--- config.mk ---
export PLATFORM = sky130hd
export DESIGN_NAME = regfile_multiport
export DESIGN_NICKNAME = d
export VERILOG_FILES = /design/src/rtl/regfile_multiport.sv
export SDC_FILE = /design/constraint.sdc
export NUM_CORES = 1
export LEC_CHECK = 0
export BUFFER_PORTS_ARGS = -buffer_cell sky130_fd_sc_hd__buf_2
export CAP_MARGIN = 10
export CORE_ASPECT_RATIO = 1.5
export CORE_MARGIN = 1
export CORE_UTILIZATION = 60
export CTS_BUF_LIST = sky130_fd_sc_hd__clkbuf_2 sky130_fd_sc_hd__clkbuf_4 sky130_fd_sc_hd__clkbuf_8
export DETAILED_ROUTE_END_ITERATION = 7
export PLACE_DENSITY = 0.77
export SLEW_MARGIN = 20
export SYNTH_ARGS = -nofsm -noshare
export SYNTH_HDL_FRONTEND = slang
export SYNTH_SLANG_ARGS = --single-unit
--- constraint.sdc ---
create_clock -name clk -period 7.2 [get_ports clk]
set_input_delay 1.08 -clock clk [delete_from_list [all_inputs] [get_ports clk]]
set_output_delay 1.08 -clock clk [all_outputs]
set_load 0.01 [all_outputs]
--- src/rtl/regfile_multiport.sv ---
// Parametrised multi-port register file with a self-clearing sequencer.
// Reads are combinational; one synchronous write port with optional bypass.
module regfile_multiport #(
  parameter int DATA_W   = 32,
  parameter int ADDR_W   = 5,
  parameter int NREAD    = 2,
  parameter int ZERO_REG = 1,
  parameter int BYPASS   = 1
) (
  input  logic                    clk,
  input  logic                    rst,
  input  logic                    writenable,
  input  logic [ADDR_W-1:0]       writesel,
  input  logic [DATA_W-1:0]       Din,
  input  logic [NREAD*ADDR_W-1:0] rs_sel,
  output logic [NREAD*DATA_W-1:0] rs_out,
  input  logic                    clr_req,
  output logic                    busy
);

  typedef enum logic {
    CLEAR,
    READY
  } state_t;

  localparam int DEPTH = 2**ADDR_W;
  localparam logic [ADDR_W:0] LAST = (ADDR_W+1)'(DEPTH-1);
  localparam logic [ADDR_W:0] ONE  = (ADDR_W+1)'(1);

  state_t            state;
  state_t            state_n;
  logic [ADDR_W:0]   clr_ptr;
  logic [ADDR_W:0]   clr_ptr_n;
  logic [DATA_W-1:0] mem [DEPTH];
  logic              ready;
  logic              wr_ok;
  logic              z_hit;

  assign ready = (state == READY);
  assign busy  = !ready;
  assign wr_ok = ready && writenable && !clr_req;
  assign z_hit = (ZERO_REG != 0) && (writesel == '0);

  always_ff @(posedge clk or posedge rst) begin
    if (rst) begin
      state   <= CLEAR;
      clr_ptr <= '0;
    end else begin
      state   <= state_n;
      clr_ptr <= clr_ptr_n;
    end
  end

  always_comb begin
    state_n   = state;
    clr_ptr_n = clr_ptr;
    unique case (state)
      CLEAR: begin
        clr_ptr_n = clr_ptr + ONE;
        if (clr_ptr == LAST)
          state_n = READY;
      end
      READY: begin
        if (clr_req) begin
          state_n   = CLEAR;
          clr_ptr_n = '0;
        end
      end
      default: state_n = CLEAR;
    endcase
  end

  // Storage is never reset; the sequencer sweeps it instead.
  always_ff @(posedge clk) begin
    if (!ready)
      mem[clr_ptr[ADDR_W-1:0]] <= '0;
    else if (wr_ok && !z_hit)
      mem[writesel] <= Din;
  end

  for (genvar k = 0; k < NREAD; k++) begin : g_rd
    logic [ADDR_W-1:0] sel;
    logic [DATA_W-1:0] rd;

    assign sel = rs_sel[k*ADDR_W +: ADDR_W];

    always_comb begin
      if (!ready || ((ZERO_REG != 0) && (sel == '0)))
        rd = '0;
      else if ((BYPASS != 0) && wr_ok && (sel == writesel))
        rd = Din;
      else
        rd = mem[sel];
    end

    assign rs_out[k*DATA_W +: DATA_W] = rd;
  end

endmodule

# Word-level counts from Yosys, hierarchy flattened
# Memories as Yosys holds them, arrays and structs flattened.
# Cells that the tools add are included.
# W data, S select, Z words.
# classes
add_sub_neg	1
n_eq_ne	4
n_mux	16
n_bitwise	1
n_reduce_logical	14
# ops
op	n
$mux W32	5
$reduce_or A32 Y1	1
$logic_not A5 Y1	3
$pmux W6 S2	1
$eq A5 B5 Y1	2
$mux W1	7
$add A6 B1 Y6 const B	1
$eq A6 B5 Y1 const B	1
$mux W6	1
$logic_and A1 B1 Y1	5
$mux W5	1
$logic_not A1 Y1	3
$logic_or A1 B1 Y1	2
$ne A2 B2 Y1 const B	1
$pmux W1 S2	1
$not A1 Y1	1
# totals
ff_bits	7
ramBits	1024
in_bits	51
output_inout_bits	65
word_cells	39
memories	1
# memory_table
memory	depth	width	rd	rd_ports_with_merged_regs	write_ports	line	rtl
mem	32	32	2	0	1	34	logic [DATA_W-1:0] mem [DEPTH];

# Logic depth before layout (Yosys ltp)
# depth
depth_word	8
mapped_depth	9
mapped_depth_nobuf	5

# Least setup slack after synthesis
# No wires, ideal clock.
# synth_timing
path_type	input port to flip-flop
startpoint	input writesel[1]
endpoint	memory mem[18][0], enable pin
setup_time_ns	0.421
arrival_time_ns	3.773
t_required_ns	6.779
path_slack_ns	3.006
stages	6
path_cell_list	clkbuf_1 > or4_1 > o21a_1 > o21ai_0 > nand2_1 > nor2_1
# synth_between
elab_chain_len	8
word_cells_on_any_way	9
classes_between	mux: 5; reduce/logical: 4
# synth_lines
item	line	rtl
start: declaration	13	input logic [ADDR_W-1:0] writesel,
$logic_not A5 Y1	42	assign z_hit = (ZERO_REG != 0) && (writesel == '0);
$logic_not A1 Y1	77	else if (wr_ok && !z_hit)
$logic_and A1 B1 Y1	77	
$mux W1	77	
$mux W1	75	if (!ready)
$mux W1 (not written as such)	78	mem[writesel] <= Din;
$reduce_or A32 Y1 (no source line)	n/a	
$mux W5 (no source line) / $mux W1 (equally long branches)	n/a	
end: declaration	34	
# Several ways; a longest one is shown, not always the timed one.

# Worst setup path in the final report
# layout_timing
startpoint	input rs_sel[2]
endpoint	output rs_out[21]
# layout_between
elab_chain_len	4
word_cells_on_any_way	7
classes_between	eq/ne: 1; mux: 2; reduce/logical: 3; memory: 1
# layout_lines
item	line	rtl
start: declaration	15	input logic [NREAD*ADDR_W-1:0] rs_sel,
branches (longest 3 deep; another with $mem_v2 Z32 W32)	n/a	
$mux W32 (*)	88	if (!ready || ((ZERO_REG != 0) && (sel == '0)))
end: declaration	16	output logic [NREAD*DATA_W-1:0] rs_out,
# Every way passes the cells marked *.

==> out/metrics.csv <==
metric,value,unit
run_status,"complete, no violations",
fp-row-count,127,
cp_max_fo,58,
num_vias,31100,
ys_seq_elements,1031,
synth-compound-area-share,8.08,%
cts_buffers,147,
grt_pass1_wl,220,mm
synth_cell_types,53,
yosysTopAreaCell,edfxtp_1,
dp_hpwl,88.7,mm
antenna_found_initial,2,
period_share,77.7,%
fin_nets,2849,
cts_tree,built,
clock_path_buffers,3,
holdCritPathClass,primary input to asynchronous set/reset pin,
dieArea,82200,um2
synthAdderAreaFrac,0.0257,%
synth_area,48600,um2
r2r-start,ready,
maxSlewViolCount,0,
grt_max_degree,115,
vdd_drop_max,0.166,mV
synth_area_leaders,"edfxtp_1 63%, mux4_2 18%, mux2i_1 5.2%, a22oi_1 1.4%, a221oi_1 1.1%",
drt_iter0_drc,4686,
synth_mux_area_share,23.1,%
cellLeakagePower,0.0186,uW
crit_path_max_incr_delay,0.78,ns
worstMarginPinSlew,1.26,ns
setup_tns,0,ns
avgSynthCellArea,18.2,um2
yosys.area_share.simple,2.60,%
power_density,259,nW/um2
post_drt_via_cell_ratio,7.87,
syn_nets,2729,
cap_violations,0,
crit_slowest_cell,buf_4,
first_pass_iters,6,
ios,116,
core-area,80100,um2
io_buffers,115,
htreeDepth,4,
max_freq,179,MHz
ys_dominant_reg_cell,edfxtp_1,
gr-total-overflow,0,
slew_headroom,16.0,%
rsz0062_at_grt,false,
skew,0.0247,ns
drive_gt1_share,29.9,%
numClockSinks,1031,
yosysSeqAreaShare,63.6,%
grt_pass1_vias,31800,
placed_area,50500,um2
cts-root-buf,clkbuf_8,
die_height,351,um
globalRouteTotalUtil,38.6,%
wl_per_cell,39.2,um
cts_hold_buf,0,
final_cells,3946,
post_cts_buffers,0,
synth_top_family_by_area,multiplexers,
crit_arrival,4.52,ns
finalWorstSetupSlack,1.60,ns
ys_warn_count,0,
placed_cells,3677,
start_util,60.7,%
setup_viol,0,
syn_to_final_growth,9.95,%
synth_top_area_share,63.2,%
crit_type,primary input to output port,
dp_slack,1.81,ns
whs,0.182,ns
synth-async-reset-ratio,0.679,%
synth_edf_count,1024,
clock_latency,0.85,ns
hold_viol_final,0,
syn_inst,2677,
die_width,234,um
gp_congestion,0.917,
required,6.12,ns
synth_xor_area_share,0.198,%
design_area,53500,um2
cts-resized-gates,0,
drc,0,
ant_nets,0,
wirelength,155,mm
cp-start-kind,primary input,
finalCriticalPeriod,5.60,ns
critPathLaunch,rs_sel[2],
clkTransAtPathRegs,0.07,ns
cp_cell_sequence,buf_4 > and2_2 > buf_4 > a21oi_1 > a21oi_1 > a22o_1 > buf_2,
end_kind,output port,
## cell type report
| type | instances | area, um2 |
|---|---|---|
| Clock buffer | 195 | 2430 |
| Inverter | 6 | 22.5 |
| Timing Repair Buffer | 200 | 1450 |
| Tap cell | 1032 | 1290 |
| Antenna cell | 4 | 10.0 |
| Fill cell | 5216 | 26600 |
| Sequential cell | 1031 | 30900 |
| Clock inverter | 67 | 462 |
| Multi-Input combinational cell | 1411 | 16900 |
## Yosys cell counts (10+ instances only)
master / number
o21bai_1: 31
nor2_1: 72
buf_4: 15
xnor2_1: 10
a221oi_1: 62
o311ai_0: 30
a21oi_1: 86
nor2b_1: 38
nand3_1: 35
clkbuf_1: 91
and2_1: 35
a22oi_1: 88
a2111oi_2: 13
buf_2: 102
a22o_1: 55
a211oi_1: 12
a221o_1: 31
mux2i_1: 253
nand2_1: 50
o22ai_1: 32
edfxtp_1: 1024
mux4_2: 386
o221ai_1: 32
## critical path, delay by kind of cell
family | cells | cell delay, ns
simple gates | 1 | 0.74
buf+inv | 3 | 1.44
compound gates | 3 | 1.09
## sequential cells by signal (all words and copies together) (netlist names)
signal,count
mem,1024
clr_ptr,6
ready,1
## per-layer routing
metal | vias up | track usage, % | wire (um) | share of wire [%]
met5 | - | 0 | 0 | 0
met4 | 0 | 26.2 | 11600 | 7.5
met3 | 671 | 10.2 | 20300 | 13
met2 | 2741 | 60.5 | 74400 | 48
met1 | 15800 | 47.2 | 48300 | 31
li1 | 11800 | - | - | -
## path summary, 6_finish.rpt
kind | slack, ns | endpoint | cells past startpoint
hold / removal | 0.18 | clr_ptr[0] | 2
setup reg to reg | 2.61 | mem[11][7] | 7
min in group clk | 0.49 | clr_ptr[5] | 1
setup / recovery | 1.60 | rs_out[21] | 7
max in group asynchronous | 6.79 | clr_ptr[3] | 2
hold reg to reg | 0.49 | clr_ptr[5] | 1
## cell usage in the layout (no fill, tap or decap), types with 38 or more instances in the layout
| master | instances |
|---|---|
| edfxtp_1 | 1024 |
| mux4_2 | 386 |
| mux2i_1 | 253 |
| clkbuf_8 | 155 |
| buf_2 | 107 |
| a22oi_1 | 88 |
| a21oi_1 | 85 |
| buf_4 | 75 |
| a221oi_1 | 62 |
| a22o_1 | 55 |
| nand2_1 | 50 |
| clkinv_1 | 45 |
| clkbuf_4 | 40 |
| nor2_1 | 38 |
## where the power goes
group	internal (uW)	switching, uW	total [uW]
combinational	620	1390	2010
sequential	7010	179	7190
clock	2440	2230	4670
## kinds of logic (layout without fill, tap and decap cells)
kind of cell               count (synthesis)  count (layout)
AOI/OAI and AO/OA                        504             504
xor gates and xnor gates                  11              11
adders and majority gates                  1               1
buffers and inverters                    235             468
DFF                                     1031            1031
muxes                                    639             639
other                                      0               4
and+or+nand+nor                          256             256
## per-stage QoR
step                power [uW]  util, %
finish                   13900     66.7
global route             14100     66.7
CTS                      13800     66.6
detailed placement        9250     63.0
global placement          9180     63.0
floorplan                 8350        -
No activity file was read; power rests on OpenSTA's default activity.
